File: src/rtl/cp0_pkg.sv
// Shared CP0 constants: register numbers, SR/Cause field positions and exception codes.
package cp0_pkg;

  localparam logic [4:0] CP0_COUNT   = 5'd9;
  localparam logic [4:0] CP0_COMPARE = 5'd11;
  localparam logic [4:0] CP0_SR      = 5'd12;
  localparam logic [4:0] CP0_CAUSE   = 5'd13;
  localparam logic [4:0] CP0_EPC     = 5'd14;
  localparam logic [4:0] CP0_PRID    = 5'd15;

  localparam logic [31:0] PRID_VALUE = 32'h2023_0707;

  localparam int SR_IE       = 0;
  localparam int SR_EXL      = 1;
  localparam int SR_IM_LO    = 8;
  localparam int CAUSE_BD    = 31;
  localparam int CAUSE_IP_LO = 8;
  localparam int CAUSE_EXC_LO = 2;
  localparam int MAX_HWINT   = 6;

  localparam logic [4:0] EXC_INT  = 5'd0;
  localparam logic [4:0] EXC_ADEL = 5'd4;
  localparam logic [4:0] EXC_ADES = 5'd5;
  localparam logic [4:0] EXC_RI   = 5'd10;
  localparam logic [4:0] EXC_OV   = 5'd12;

  // EPC is always word aligned.
  function automatic logic [31:0] word_align(input logic [31:0] addr);
    return {addr[31:2], 2'b00};
  endfunction

endpackage

File: src/rtl/cp0_timer.sv
// CP0 Count/Compare timer; raises a sticky interrupt when Count meets a non-zero Compare.
module cp0_timer (
  input  logic        clk,
  input  logic        reset,
  input  logic        wr_count,
  input  logic        wr_compare,
  input  logic [31:0] wdata,
  output logic [31:0] count,
  output logic [31:0] compare,
  output logic        timer_ip
);

  always_ff @(posedge clk) begin
    if (!reset) begin
      count    <= '0;
      compare  <= '0;
      timer_ip <= 1'b0;
    end else begin
      count <= wr_count ? wdata : count + 32'd1;
      // Writing Compare acknowledges the timer interrupt.
      if (wr_compare) begin
        compare  <= wdata;
        timer_ip <= 1'b0;
      end else if ((count == compare) && (compare != 32'd0)) begin
        timer_ip <= 1'b1;
      end
    end
  end

endmodule

File: src/rtl/cp0_unit.sv
// CP0 coprocessor: SR/Cause/EPC/PRId, interrupt and exception entry, eret support.
// Optional Count/Compare timer is built only when CP0_TIMER_EN is defined.
module cp0_unit
  import cp0_pkg::*;
#(
  parameter int          NUM_HWINT  = 6,
  parameter logic [31:0] HANDLER_PC = 32'h0000_4180
) (
  input  logic                 clk,
  input  logic                 reset,
  input  logic                 en,
  input  logic [4:0]           cp0_addr,
  input  logic [31:0]          cp0_wdata,
  input  logic [31:0]          vpc,
  input  logic                 bd_in,
  input  logic [4:0]           exc_code_in,
  input  logic [NUM_HWINT-1:0] hw_int,
  input  logic                 exl_clr,
  output logic [31:0]          cp0_rdata,
  output logic [31:0]          epc_out,
  output logic                 req,
  output logic [31:0]          handler_pc
);

  logic        ie_reg;
  logic        exl_reg;
  logic [7:0]  im_reg;
  logic        bd_reg;
  logic [5:0]  hw_ip_reg;
  logic [4:0]  exc_code_reg;
  logic [31:0] epc_reg;

  logic [5:0]  hw_vec;
  logic [7:0]  ip_now;
  logic [7:0]  ip_eval;
  logic        int_req;
  logic        exc_req;
  logic        wr_en;
  logic        timer_ip;
  logic [31:0] count_val;
  logic [31:0] compare_val;

  generate
    for (genvar gi = 0; gi < MAX_HWINT; gi++) begin : g_hw
      if (gi < NUM_HWINT) begin : g_used
        assign hw_vec[gi] = hw_int[gi];
      end else begin : g_tied
        assign hw_vec[gi] = 1'b0;
      end
    end
  endgenerate

  assign ip_now  = {hw_ip_reg, 1'b0, timer_ip};
  // Live interrupt lines are ORed in so a newly raised line is taken this cycle.
  assign ip_eval = ip_now | {hw_vec, 2'b00};
  assign int_req = !exl_reg && ie_reg && |(ip_eval & im_reg);
  assign exc_req = !exl_reg && (exc_code_in != EXC_INT);
  assign req     = int_req | exc_req;
  assign wr_en   = en && !req;

  assign handler_pc = HANDLER_PC;
  assign epc_out    = (en && (cp0_addr == CP0_EPC)) ? word_align(cp0_wdata) : epc_reg;

`ifdef CP0_TIMER_EN
  cp0_timer u_timer (
    .clk        (clk),
    .reset      (reset),
    .wr_count   (wr_en && (cp0_addr == CP0_COUNT)),
    .wr_compare (wr_en && (cp0_addr == CP0_COMPARE)),
    .wdata      (cp0_wdata),
    .count      (count_val),
    .compare    (compare_val),
    .timer_ip   (timer_ip)
  );
`else
  assign timer_ip    = 1'b0;
  assign count_val   = 32'd0;
  assign compare_val = 32'd0;
`endif

  always_ff @(posedge clk) begin
    if (!reset) begin
      ie_reg       <= 1'b0;
      exl_reg      <= 1'b0;
      im_reg       <= '0;
      bd_reg       <= 1'b0;
      hw_ip_reg    <= '0;
      exc_code_reg <= '0;
      epc_reg      <= '0;
    end else begin
      hw_ip_reg <= hw_vec;
      if (req) begin
        exl_reg      <= 1'b1;
        bd_reg       <= bd_in;
        exc_code_reg <= int_req ? EXC_INT : exc_code_in;
        epc_reg      <= bd_in ? vpc - 32'd4 : vpc;
      end else begin
        if (wr_en && (cp0_addr == CP0_SR)) begin
          ie_reg  <= cp0_wdata[SR_IE];
          exl_reg <= cp0_wdata[SR_EXL];
          im_reg  <= cp0_wdata[SR_IM_LO +: 8];
        end
        if (exl_clr) exl_reg <= 1'b0;
        if (wr_en && (cp0_addr == CP0_EPC)) epc_reg <= word_align(cp0_wdata);
      end
    end
  end

  always_comb begin
    cp0_rdata = '0;
    case (cp0_addr)
      CP0_SR: begin
        cp0_rdata[SR_IE]           = ie_reg;
        cp0_rdata[SR_EXL]          = exl_reg;
        cp0_rdata[SR_IM_LO +: 8]   = im_reg;
      end
      CP0_CAUSE: begin
        cp0_rdata[CAUSE_BD]          = bd_reg;
        cp0_rdata[CAUSE_IP_LO +: 8]  = ip_now;
        cp0_rdata[CAUSE_EXC_LO +: 5] = exc_code_reg;
      end
      CP0_EPC:     cp0_rdata = epc_reg;
      CP0_PRID:    cp0_rdata = PRID_VALUE;
      CP0_COUNT:   cp0_rdata = count_val;
      CP0_COMPARE: cp0_rdata = compare_val;
      default:     cp0_rdata = '0;
    endcase
  end

endmodule

File: config.mk
export PLATFORM = sky130hd
export DESIGN_NAME = cp0_unit
export DESIGN_NICKNAME = d
export VERILOG_FILES = /design/src/rtl/cp0_pkg.sv /design/src/rtl/cp0_timer.sv /design/src/rtl/cp0_unit.sv
export SDC_FILE = /design/constraint.sdc
export NUM_CORES = 1
export LEC_CHECK = 0
export CAP_MARGIN = 20
export CORE_UTILIZATION = 45
export CTS_BUF_LIST = sky130_fd_sc_hd__clkbuf_16
export DETAILED_ROUTE_END_ITERATION = 8
export PLACE_DENSITY = 0.88
export SETUP_SLACK_MARGIN = 0.05
export SLEW_MARGIN = 40
export SYNTH_ARGS = -nofsm -noshare
export SYNTH_HDL_FRONTEND = slang
export SYNTH_SLANG_ARGS = --single-unit
File: constraint.sdc
create_clock -name clk -period 5.3 [get_ports clk]
set_input_delay 0.53 -clock clk [delete_from_list [all_inputs] [get_ports clk]]
set_output_delay 0.53 -clock clk [all_outputs]
set_load 0.01 [all_outputs]
# After elaboration in Yosys (flattened, before gate mapping)
# Index checks and enable logic that the tools add are counted.
[totals]
word_cells = 44
ff_bits = 54
output_inout_bits = 97
in_bits = 85
[op_classes]
mux = 14
eq_ne = 4
reduce_logical = 14
add_sub_neg = 1
bitwise_logic = 4
[op_table]
columns = ["cell", "count"]
rows = [
  ["2-to-1 mux 32 bit", 4],
  ["one-hot mux 8 bit (4 select lines)", 1],
  ["subtractor 32 x 3 -> 32 bit (second input constant)", 1],
  ["one-hot mux 15 bit (2 select lines)", 1],
  ["equality test 5 x 4 -> 1 bit (second input constant)", 4],
  ["one-hot mux 5 bit (3 select lines)", 1],
  ["bitwise AND 8 bit", 1],
  ["bitwise OR 8 bit", 1],
  ["OR reduction 8 bit", 1],
  ["logical AND 1 bit", 7],
  ["one-hot mux 2 bit (3 select lines)", 1],
  ["2-to-1 mux 5 bit", 1],
  ["nonzero test 5 bit", 1],
  ["2-to-1 mux 1 bit", 4],
  ["nonzero test 3 bit", 1],
  ["logical NOT 1 bit", 2],
  ["one-hot mux 1 bit (2 select lines)", 1],
  ["AND reduction 2 bit", 1],
  ["nonzero test 2 bit", 1],
  ["inverter 1 bit", 1],
  ["bitwise OR 1 bit", 1],
]

# Depth between registers and ports, before layout
[depth]
word_depth = 11
mapped_depth = 8
depth_no_buf = 7

# Worst setup path after synthesis
# OpenSTA, ideal clock, no wires.
[synth_timing]
path_type = "input port to output port"
start = "in cp0_addr[0]"
end = "out epc_out[11]"
path_slack_ns = 2.677
t_arrival_ns = 2.093
required_ns = 4.770
cell_stages = 6
cell_sequence = "clkbuf_1 > nor2b_1 > nand3_1 > buf_2 > buf_2 > mux2_2"
[synth_between]
elab_chain_cells = 3
[synth_rtl]
columns = ["element", "line_no", "source"]
rows = [
  ["start, declared", "cp0_unit.sv:12", "input logic [4:0] cp0_addr,"],
  ["equality test 5 x 4 -> 1 bit", "cp0_unit.sv:62", "assign epc_out = (en && (cp0_addr == CP0_EPC)) ? word_align(cp0_wdata) : epc_reg;"],
  ["logical AND 1 bit", "cp0_unit.sv:62", ""],
  ["2-to-1 mux 32 bit", "cp0_unit.sv:62", ""],
  ["end, declared", "cp0_unit.sv:20", "output logic [31:0] epc_out,"],
]
# No other way between the ends.

# Worst setup path after layout
[layout_timing]
start = "in cp0_addr[1]"
end = "out epc_out[9]"
# Same word-level chain as after synthesis.

==> reports/results.tsv <==
metric	value	unit
status	finished clean	
rows	32	
tightestPinTransition	0.646	ns
post_cts_resized	0	
numPortBuffers	149	
ir_drop	0.162	mV
drt_first_pass_iters	4	
n_fill_cell	659	
initial_core_util	0.474	
post-route-period-util	0.712	
antenna_left	0	
synth.area.top_cells	dfxtp_1, mux2_2, buf_4	
die_x	92.9	µm
slowest_stage	clkdlybuf4s50_1	
synth_edf_count	0	
layout.nets	666	
worstSetupStartpointType	input port	
synth.distinct_cells	53	
post-place-ws	1.18	ns
fmaxAchievable	0.265	GHz
worstPathRequired	4.77	ns
endpoint_kind	output port	
io_pins	182	
synth_area	0.00372	mm²
die_area	0.00863	mm²
clk_latency	0.28	ns
wire_per_inst	16.5	µm
post-route-min-period	3.77	ns
critPathMaxStageDelay	0.79	ns
die_h	92.9	µm
path_class	input port to output port	
grt_pass1_wl	18000	µm
grt_max_degree	47	
path_cells	clkdlybuf4s50_1 > nor2b_2 > buf_4 > nand3_4 > mux2_2 > clkdlybuf4s50_1	
cts_hold_buf	0	
crit_top_cell	clkdlybuf4s50_1	
ys_seq_area_frac	0.291	
synth_ff_type	dfxtp_1	
coreArea	0.00785	mm²
power	1.12	mW
place_area	0.00509	mm²
fin_worst_skew	0.00700	ns
drv_slew	0	
setup_tns	0	ns
clk_pin_slew	0.07	ns
cts_tree	done	
cts_made_buffers	5	
synth_area_leader_cell	dfxtp_1	
routed_wl	11300	µm
netlist_instances	449	
largest_reg_flops	32	
gp_congestion	0.859	
drt_iter0_drc	129	
clk_path_buf_depth	2	
finalHoldViolations	0	
grt_pass1_vias	3611	
setup_violations	0	
htreeDepth	2	
grt_usage	0.264	
root_buffer	clkbuf_16	
hp-class	flop to flop	
syn2layout_area_growth	41.6	%
postCtsSetupBuffers	0	
layout_common_cells	clkdlybuf4s50_1, dfxtp_1, nand2_1, nor2_1, conb_1	
synthArstFlopShare	0	
yosysWarnings	0	
crit_path_max_fanout	32	
route.vias.total	3675	
synth_top_area_frac	0.291	
drive_gt1_frac	0.0914	
antenna_found_initial	0	
ys_seq_elements	54	
via_per_inst	5.39	
final_common_cell	clkdlybuf4s50_1	
whs	0.463	ns
design_area	0.00526	mm²
worst_slack	1.53	ns
rsz0062_at_grt	no	
diodes	0	
maxCapViolations	0	
clkSinkCount	54	
drc	0	
p_leak	2.12	nW
dp_hpwl	8440	µm
grt_overflow	0	
postSynthAreaPerCell	8.28	µm²
power.density	213	mW/mm²
slew-limit-headroom	0.568	
critPathArrivalTime	3.24	ns
==> worst max-delay path: cells and delay by family <==
family / cells / cell delay, ns
AND/OR/NAND/NOR: 2 / 0.64
multiplexers: 1 / 0.46
buffers and inverters: 3 / 1.57
==> kinds of logic after synthesis <==
group                      share of synthesized area
buffers and inverters                          0.118
muxes                                          0.147
and+or+nand+nor                                0.233
adders and majority gates                    0.00337
DFF                                            0.291
AOI/OAI and AO/OA                              0.149
other                                        0.00202
xor gates and xnor gates                      0.0566
==> metrics by stage <==
stage               utilization  std cells
floorplan                     -        479
global placement          0.648        675
detailed placement        0.649        675
CTS                       0.669        682
global route              0.670        682
finish                    0.670        682
==> worst paths after layout <==
| check | cells after the start | slack, ns | to | from |
|---|---|---|---|---|
| worst max-delay path | 6 | 1.53 | epc_out[9] | cp0_addr[1] |
| worst min-delay path | 2 | 0.46 | im_reg[0] | im_reg[0] |
| worst max register to register | 8 | 3.00 | im_reg[7] | hw_ip_reg[0] |
| worst min register to register | 2 | 0.46 | im_reg[0] | im_reg[0] |
==> routing by layer <==
layer  global-route usage  up-vias  routed length, µm
li1                     -     1772                  -
met1                0.324     1726               4660
met2                0.469      159               5620
met3               0.0476       18                823
met4               0.0705        0                151
met5                    0        -                  0
==> cell usage after synthesis (9+ instances only) <==
library cell / count
a21oi_1: 22
and3_1: 12
buf_4: 32
clkbuf_1: 18
dfxtp_1: 54
mux2_2: 30
mux2i_1: 21
nand2_1: 52
nand2b_1: 9
nor2_1: 35
nor3_1: 10
o211a_1: 13
o21a_1: 9
o21ai_0: 15
xnor2_1: 16
==> cell type report <==
type	instances	area [µm²]	area share
clock buffers	5	125	0.0238
flip-flops and latches	54	1080	0.205
clock inverters	2	33.8	0.00642
well taps	102	128	0.0243
inverters	8	30.0	0.00571
repair buffers	154	1530	0.291
multi-input cells	357	2330	0.444
==> where the power goes <==
group	leakage, nW	switching [mW]	internal (mW)
clock	0.0773	0.143	0.219
combinational	1.60	0.141	0.166
sequential	0.447	0.0164	0.436
Note: power is estimated with default switching activity, not from simulation.
